[src/rtl/lsu_align_ctrl.sv]
`default_nettype none
// ============================================================================
// Module : lsu_align_ctrl
// Handshaked load/store alignment: byte enables, two-beat split, load merge/extend.
// Rev    : 1.0
// ============================================================================
module lsu_align_ctrl #(
    parameter int XLEN = 32,
    parameter int AW   = 32
) (
    input  logic              clk,
    input  logic              rst_n,
    input  logic              req_valid,
    output logic              req_ready,
    input  logic              req_mem_r,
    input  logic              req_mem_w,
    input  logic [2:0]        req_funct3,
    input  logic [AW-1:0]     req_addr,
    input  logic [XLEN-1:0]   req_wdata,
    output logic              resp_valid,
    input  logic              resp_ready,
    output logic [XLEN-1:0]   resp_rdata,
    output logic              resp_err,
    output logic              mem_req,
    input  logic              mem_ack,
    output logic [AW-1:0]     mem_addr,
    output logic [XLEN/8-1:0] mem_wen_n,
    output logic [XLEN-1:0]   mem_wdata,
    input  logic [XLEN-1:0]   mem_rdata
);

    localparam int NB  = XLEN / 8;
    localparam int OW  = $clog2(NB);
    localparam int SHW = $clog2(XLEN) + 1;

    typedef enum logic [1:0] {
        S_IDLE  = 2'd0,
        S_BEAT0 = 2'd1,
        S_BEAT1 = 2'd2,
        S_RESP  = 2'd3
    } state_t;

    state_t            r_state;
    state_t            w_next;
    logic [AW-1:0]     r_addr;
    logic [2:0]        r_funct3;
    logic              r_is_load;
    logic [XLEN-1:0]   r_wdata;
    logic [XLEN-1:0]   r_rdata0;
    logic [XLEN-1:0]   r_resp_rdata;
    logic              r_resp_err;

    logic              w_legal;
    logic [OW-1:0]     w_off;
    logic [4:0]        w_size;
    logic [4:0]        w_end;
    logic              w_split;
    logic [2*NB-1:0]   w_span;
    logic [2*XLEN-1:0] w_bitmask;
    logic [2*XLEN-1:0] w_wlane;
    logic [XLEN-1:0]   w_lo;
    logic [XLEN-1:0]   w_hi;
    logic [2*XLEN-1:0] w_rshift;
    logic [XLEN-1:0]   w_asm;
    logic [SHW-1:0]    w_shamt;
    logic [XLEN-1:0]   w_tmp;
    logic [XLEN-1:0]   w_zext;
    logic signed [XLEN-1:0] w_sext;
    logic [XLEN-1:0]   w_ext;
    logic [AW-1:0]     w_base;

    always_comb begin
        w_legal = 1'b0;
        if (req_mem_r && !req_mem_w) begin
            case (req_funct3)
                3'b000, 3'b001, 3'b010, 3'b100, 3'b101: w_legal = 1'b1;
                3'b011, 3'b110:                         w_legal = (XLEN == 64);
                default:                                w_legal = 1'b0;
            endcase
        end else if (req_mem_w && !req_mem_r) begin
            w_legal = !req_funct3[2] && ((req_funct3[1:0] != 2'b11) || (XLEN == 64));
        end
    end

    assign w_off   = r_addr[OW-1:0];
    assign w_size  = 5'd1 << r_funct3[1:0];
    assign w_end   = 5'(w_off) + w_size;
    assign w_split = (w_end > 5'(NB));

    // Byte lanes touched across a two-word window; upper half belongs to BEAT1.
    always_comb begin
        w_span    = '0;
        w_bitmask = '0;
        for (int i = 0; i < 2 * NB; i++) begin
            w_span[i]             = (i >= int'(w_off)) && (i < int'(w_end));
            w_bitmask[8*i +: 8]   = {8{w_span[i]}};
        end
    end

    assign w_wlane = ({{XLEN{1'b0}}, r_wdata} << {w_off, 3'b000}) & w_bitmask;

    // The final beat's data comes straight off the bus; the first beat of a split is latched.
    assign w_lo     = (r_state == S_BEAT0) ? mem_rdata : r_rdata0;
    assign w_hi     = (r_state == S_BEAT1) ? mem_rdata : '0;
    assign w_rshift = {w_hi, w_lo} >> {w_off, 3'b000};
    assign w_asm    = w_rshift[XLEN-1:0];

    assign w_shamt = SHW'(XLEN) - SHW'({w_size, 3'b000});
    assign w_tmp   = w_asm << w_shamt;
    assign w_zext  = w_tmp >> w_shamt;
    assign w_sext  = $signed(w_tmp) >>> w_shamt;
    assign w_ext   = r_funct3[2] ? w_zext : $unsigned(w_sext);

    always_comb begin
        w_next = r_state;
        case (r_state)
            S_IDLE:  if (req_valid)  w_next = w_legal ? S_BEAT0 : S_RESP;
            S_BEAT0: if (mem_ack)    w_next = w_split ? S_BEAT1 : S_RESP;
            S_BEAT1: if (mem_ack)    w_next = S_RESP;
            S_RESP:  if (resp_ready) w_next = S_IDLE;
            default:                 w_next = S_IDLE;
        endcase
    end

    always_ff @(posedge clk or negedge rst_n) begin
        if (!rst_n) begin
            r_state <= S_IDLE;
        end else begin
            r_state <= w_next;
        end
    end

    always_ff @(posedge clk or negedge rst_n) begin
        if (!rst_n) begin
            r_addr       <= '0;
            r_funct3     <= '0;
            r_is_load    <= 1'b0;
            r_wdata      <= '0;
            r_rdata0     <= '0;
            r_resp_rdata <= '0;
            r_resp_err   <= 1'b0;
        end else begin
            case (r_state)
                S_IDLE: begin
                    if (req_valid) begin
                        r_addr       <= req_addr;
                        r_funct3     <= req_funct3;
                        r_is_load    <= req_mem_r;
                        r_wdata      <= req_wdata;
                        r_resp_rdata <= '0;
                        r_resp_err   <= !w_legal;
                    end
                end
                S_BEAT0: begin
                    if (mem_ack && r_is_load) begin
                        if (w_split) r_rdata0     <= mem_rdata;
                        else         r_resp_rdata <= w_ext;
                    end
                end
                S_BEAT1: begin
                    if (mem_ack && r_is_load) r_resp_rdata <= w_ext;
                end
                default: ;
            endcase
        end
    end

    assign w_base = {r_addr[AW-1:OW], {OW{1'b0}}};

    assign req_ready  = (r_state == S_IDLE);
    assign resp_valid = (r_state == S_RESP);
    assign resp_rdata = r_resp_rdata;
    assign resp_err   = r_resp_err;
    assign mem_req    = (r_state == S_BEAT0) || (r_state == S_BEAT1);

    always_comb begin
        mem_addr  = '0;
        mem_wen_n = '1;
        mem_wdata = '0;
        if (r_state == S_BEAT0) begin
            mem_addr = w_base;
            if (!r_is_load) begin
                mem_wen_n = ~w_span[NB-1:0];
                mem_wdata = w_wlane[XLEN-1:0];
            end
        end else if (r_state == S_BEAT1) begin
            mem_addr = w_base + AW'(NB);
            if (!r_is_load) begin
                mem_wen_n = ~w_span[2*NB-1:NB];
                mem_wdata = w_wlane[2*XLEN-1:XLEN];
            end
        end
    end

endmodule
`default_nettype wire

[config.mk]
export PLATFORM = sky130hd
export DESIGN_NAME = lsu_align_ctrl
export DESIGN_NICKNAME = d
export VERILOG_FILES = /design/src/rtl/lsu_align_ctrl.sv
export SDC_FILE = /design/constraint.sdc
export NUM_CORES = 1
export LEC_CHECK = 0
export CAP_MARGIN = 20
export CORE_MARGIN = 2
export CORE_UTILIZATION = 35
export CTS_CLUSTER_DIAMETER = 150
export DETAILED_ROUTE_END_ITERATION = 8
export HOLD_SLACK_MARGIN = 0.05
export PLACE_DENSITY = 0.71
export SLEW_MARGIN = 30
export SYNTH_ARGS = -nofsm -noshare
export SYNTH_HDL_FRONTEND = slang
export SYNTH_SLANG_ARGS = --single-unit
export TNS_END_PERCENT = 1
[constraint.sdc]
create_clock -name clk -period 2.95 [get_ports clk]
set_clock_uncertainty 0.15 [all_clocks]
set_input_delay 0.295 -clock clk [delete_from_list [all_inputs] [get_ports clk]]
set_output_delay 0.295 -clock clk [all_outputs]
set_load 0.005 [all_outputs]
# Word level (Yosys, flattened, before mapping)
# Index checks and enable logic that the tools add are counted.
[op_classes]
bitwise = 3
n_reduce_logical = 20
order_cmp = 12
n_addsub = 3
n_eq_ne = 15
shifts = 6
n_mux = 28
[op_table]
columns = ["cell", "n"]
rows = [
  ["$mux W32", 13],
  ["$pmux W32 S3", 1],
  ["$and A64 B64 Y64", 1],
  ["$shl A32 B5 Y64", 1],
  ["$shr A64 B5 Y32", 1],
  ["$add A32 B3 Y32 const B", 1],
  ["$shl A32 B6 Y32", 1],
  ["$shr A32 B6 Y32", 1],
  ["$sshr A32 B6 Y32", 1],
  ["$lt A3 B5 Y1 const A", 4],
  ["$mux W4", 4],
  ["$lt A1 B5 Y1 const A", 2],
  ["$lt A2 B5 Y1 const A", 2],
  ["$mux W2", 5],
  ["$ne A2 B2 Y1 const B", 5],
  ["$not A4 Y4", 2],
  ["$pmux W2 S4", 1],
  ["$logic_and A1 B1 Y1", 7],
  ["$eq A3 B3 Y1 const B", 2],
  ["$ne A2 B1 Y1 const B", 3],
  ["$sub A6 B6 Y6 const A", 1],
  ["$add A2 B5 Y5", 1],
  ["$gt A5 B3 Y1 const B", 1],
  ["$reduce_and A5 Y1", 1],
  ["17 further kinds", 25],
]
[totals]
out_inout_bits = 104
register_bits = 135

# Depth between registers and ports, before layout
[depth]
ltp_word = 9
ltp_mapped = 10
mapped_depth_nobuf = 8

# Worst setup path before layout
# OpenSTA, ideal clock, no wires.
[synth_path]
path_type = "flip-flop to output port"
start = "register r_funct3[1]"
end = "output mem_wdata[23]"
n_path_buf = 1
setup_slack_ns = 0.073
required_ns = 2.505
arrival_ns = 2.432
stages_incl_launch_ff = 10
cell_sequence = "dfrtp_1 > buf_2 > nor2_1 > ha_1 > fa_1 > and2_1 > a21oi_1 > a21oi_1 > a2111oi_4 > a22o_1"
[synth_between]
elab_chain_cells = 7
elab_cells_between_ends = 10
classes_between = "add/sub: 1; order compare: 2; shift: 1; mux: 4; bitwise: 1; reduce/logical: 1"
[synth_lines]
columns = ["item", "line", "source"]
rows = [
  ["start, declared", "46", "logic [2:0] r_funct3;"],
  ["start signal, assigned", "147", "r_funct3 <= req_funct3;"],
  ["$shl A1 B2 Y5 (*)", "86", "assign w_size = 5'd1 << r_funct3[1:0];"],
  ["$add A2 B5 Y5 (*)", "87", "assign w_end = 5'(w_off) + w_size;"],
  ["$lt A3 B5 Y1 / $lt A2 B5 Y1 (equally long branches)", "95", "w_span[i] = (i >= int'(w_off)) && (i < int'(w_end));"],
  ["$and A64 B64 Y64 (*)", "100", "assign w_wlane = ({{XLEN{1'b0}}, r_wdata} << {w_off, 3'b000}) & w_bitmask;"],
  ["$mux W32 / $and A64 B64 Y64 (equally long branches)", "188, 100", ""],
  ["$mux W32 (on tied branches)", "186, 182", ""],
  ["$mux W32 (*)", "180", "if (r_state == S_BEAT0) begin"],
  ["end, declared", "28", "output logic [XLEN-1:0] mem_wdata,"],
]
# Every way passes the cells marked *; elsewhere a longest branch is shown, timed or not.

# Worst setup path in the final report
[layout_path]
start = "register r_addr[0]"
end = "output mem_wdata[3]"
[layout_between]
elab_chain_cells = 6
elab_cells_between_ends = 11
classes_between = "add/sub: 1; order compare: 3; shift: 1; mux: 4; bitwise: 1; reduce/logical: 1"
[layout_lines]
columns = ["item", "line", "source"]
rows = [
  ["start, declared", "45", "logic [AW-1:0] r_addr;"],
  ["start signal, assigned", "146", "r_addr <= req_addr;"],
  ["$add A2 B5 Y5", "87", ""],
  ["$lt A3 B5 Y1 / $lt A1 B5 Y1 (equally long branches)", "95", ""],
  ["$and A64 B64 Y64 (*)", "100", ""],
  ["$mux W32 / $and A64 B64 Y64 (equally long branches)", "188, 100", ""],
  ["$mux W32 (on tied branches)", "186, 182", ""],
  ["$mux W32 (*)", "180", ""],
]
# Marks and branches as above.

==> flow_summary.yaml <==
power_and_ir_drop:
  p_sw_frac: 0.411
  p_switching_mw: 5.71
  power_density_nw_per_um2: 1160
  power_frac_clock: 0.157
  p_comb_frac: 0.588
  p_int_mw: 8.18
  p_leak_nw: 5.13
  ir_worst_vdd_mv: 0.654
  pwr-share-seq: 0.255
grt:
  track_usage: 0.208
  overflow: 0
  use_met1: 0.286
  met3_usage: 0.0378
  grt.busiest_layer: "met2"
  grt_use_met2: 0.319
  grt_pass1_vias: 7464
  grt_max_degree: 65
  grt_pass1_wl_mm: 40.2
  antenna_found_initial: 1
setup_path:
  crit_path_end_kind: "output pin"
  critPathMaxStageDelay_ns: 0.58
  crit_fanout: 3
  worst-setup-path-type: "flip-flop to output pin"
  crit_slowest_cell: "fa_2"
  path_cells: "ha_2, fa_2, nor2_2, o22a_1, nor3_4, buf_6, buf_6, a22o_1, buf_2"
  cp.required_ns: 2.51
  path_buf_inv: 3
  start_kind: "flip-flop"
  arrival_ns: 2.71
  crit_path_frequent_cell: "buf_6"
  cp_top_family: "adder cells"
synthesis:
  yosysSeqAreaShare: 0.407
  async_reset_ff_frac: 1.00
  ys_types: 55
  synth_area_sq_um: 8290
  ys_ff_latch: 135
  syn_area_per_cell_sq_um: 10.5
  ys_warn_count: 0
  synth_edf_count: 0
  synth_flop_cell: "dfrtp_1"
  syn-instance-count: 789
clock_network:
  clk_latency_ns: 0.42
  cts_root_buf: "clkbuf_16"
  path_clk_slew_ns: 0.06
  cts_tree: "built"
  cts.sinks: 135
  cts_made_buffers: 17
  clockBufferDepth: 2
  htree_levels: 4
floorplan:
  floorplan.initialDensity: 0.355
  fp.dieW_um: 158
  core_sq_um: 23300
  die_area_sq_um: 24900
  num_io_pins: 210
  row_count: 56
  die_height_um: 158
detailed_routing:
  ant_nets: 0
  firstDrtPassIters: 5
  drcViolationCount: 0
  viasPerCell: 5.41
  wire_per_inst_um: 19.0
  first_iter_violations: 506
  totalWireLength_mm: 26.0
  via_count: 7434
sta:
  worst_slew_pin_slew_ns: 0.896
  max_slew_margin: 0.399
  rsz0062_at_grt: "yes"
  finalCriticalPeriod_ns: 3.16
  fin_tns_setup_ns: -4.10
  setup_viol: 38
  layout_worst_path_cycle_share: 1.07
  finalMaxSlewViolations: 0
  setup_ws_ns: -0.207
  fmax_ghz: 0.317
  hold_violations: 0
finish:
  nets: 1154
  final_common_cell: "clkdlybuf4s50_1"
  final_cells: 1373
  final_cell_mix: "clkdlybuf4s50_1 (157), dfrtp_1 (131), mux2_2 (109)"
  drive_gt1_frac: 0.321
  fillers: 2056
  syn2layout_area_growth_pct: 44.9
placed_design:
  dp_hpwl_mm: 18.6
  dp.cells: 1320
  io_buffers: 207
  dp_slack_ns: -0.166
  place_congestion: 0.902
outcome:
  failed_checks: "negative setup slack"
  status: "finished, violations left"
worst_hold_path:
  hold_class: "primary input to async pin"
run:
  maxCapViolCount: 0
==> per-stage QoR <==
stage / power, mW / utilization / area [sq um] / hold WS [ns]
floorplan: 8.01 / - / 8290 / -0.151
global placement: 10.9 / 0.472 / 11000 / 0.154
detailed placement: 11.1 / 0.473 / 11000 / 0.156
CTS: 13.7 / 0.511 / 11900 / 0.275
global route: 14.8 / 0.515 / 12000 / 0.320
finish: 13.9 / 0.515 / 12000 / 0.273
==> worst paths after layout <==
check | slack [ns] | start | cells after the start | endpoint
max | -0.21 | r_addr[0]$_DFFE_PN0P_ | 9 | mem_wdata[3]
min | 0.27 | rst_n | 2 | r_rdata0[1]$_DFFE_PN0P_
max reg2reg | 0.05 | r_addr[0]$_DFFE_PN0P_ | 7 | resp_rdata[12]$_DFFE_PN0P_
min reg2reg | 0.33 | resp_rdata[1]$_DFFE_PN0P_ | 2 | resp_rdata[1]$_DFFE_PN0P_
max in group asynchronous | 1.64 | rst_n | 3 | r_addr[2]$_DFFE_PN0P_
min in group clk | 0.33 | req_addr[19] | 2 | r_addr[19]$_DFFE_PN0P_
==> sequential cells by signal, indices dropped and copies added, names as in the netlist <==
name	flops
r_is_load	1
resp_rdata	32
r_wdata	32
r_state	2
resp_err	1
r_rdata0	32
r_funct3	3
r_addr	32
==> power groups by stage <==
| stage | Combinational (mW) | Clock [mW] | Sequential [mW] |
|---|---|---|---|
| final | 8.17 | 2.17 | 3.55 |
| after global routing | 8.85 | 2.30 | 3.67 |
| after CTS | 7.98 | 2.22 | 3.52 |
| after detailed placement | 7.58 | 0 | 3.53 |
| after global placement | 7.45 | 0 | 3.48 |
| after floorplan | 4.70 | 0 | 3.30 |
==> layout make-up <==
class                           instances  area (sq um)  area share
Antenna cell                            1          2.50    0.000208
Clock buffer                           18           439      0.0366
Clock inverter                         14           164      0.0136
Inverter                               13          48.8     0.00406
Multi-Input combinational cell        587          4910       0.409
Sequential cell                       135          3390       0.282
Tap cell                              319           399      0.0332
Timing Repair Buffer                  286          2660       0.222
==> synthesized netlist by cell type, types with 2 or more instances <==
cell / number / share of area
and3b_1: 2 / 0.0021
a31oi_2: 2 / 0.0030
a21oi_1: 15 / 0.0091
xor2_1: 8 / 0.0085
xnor2_1: 18 / 0.019
mux2i_1: 67 / 0.081
buf_6: 3 / 0.0041
clkbuf_1: 20 / 0.0091
buf_4: 4 / 0.0036
nor2_1: 53 / 0.024
buf_2: 21 / 0.013
o21ai_1: 3 / 0.0018
nand3_1: 25 / 0.015
a211oi_1: 9 / 0.0081
dfrtp_1: 135 / 0.41
nor2b_1: 8 / 0.0060
ha_1: 7 / 0.011
o22a_1: 2 / 0.0021
buf_1: 7 / 0.0032
a31oi_1: 10 / 0.0075
mux4_2: 14 / 0.038
a2111oi_0: 2 / 0.0021
and4_1: 4 / 0.0042
or3_1: 3 / 0.0023
a22o_1: 25 / 0.026
o22ai_1: 23 / 0.017
mux2_2: 109 / 0.15
inv_2: 2 / 0.00091
nand4_1: 8 / 0.0060
nand2_1: 47 / 0.021
nor3_1: 12 / 0.0072
a221oi_1: 8 / 0.0085
and2_1: 11 / 0.0083
and3_1: 3 / 0.0023
o21ai_0: 66 / 0.040
nor4_1: 4 / 0.0030
inv_1: 11 / 0.0050
==> routing by layer <==
layer  wire, um  vias to the layer above  part of all wire
met4        899                        0             0.035
met5          0                        -                 0
li1           -                     3433                 -
met1      11500                     3629              0.44
met3       1660                       66             0.064
met2      12000                      306              0.46
==> cells by family after synthesis <==
group                    count (synthesis)  synth area share
flip-flops                             135             0.407
buffers and inverters                   68            0.0385
multiplexers                           190             0.267
adder cells (fa/ha/maj)                  8            0.0130
other                                    1          0.000452
XOR/XNOR                                26            0.0275
AND/OR/NAND/NOR                        187             0.109
AO/OA/AOI/OAI                          174             0.138
==> what timing repair did <==
| action | 4_1_cts | 5_1_grt |
|---|---|---|
| endpoints found under the setup margin | 80 | 77 |
| cloned | 1 | 0 |
| endpoints found under the hold margin | 56 | 0 |
| pin swaps | 24 | 20 |
| buffers inserted | 18 | 1 |
| hold buffers | 1 | 0 |
| gates resized for setup | 186 | 52 |
No activity file was read; power rests on OpenSTA's default activity.
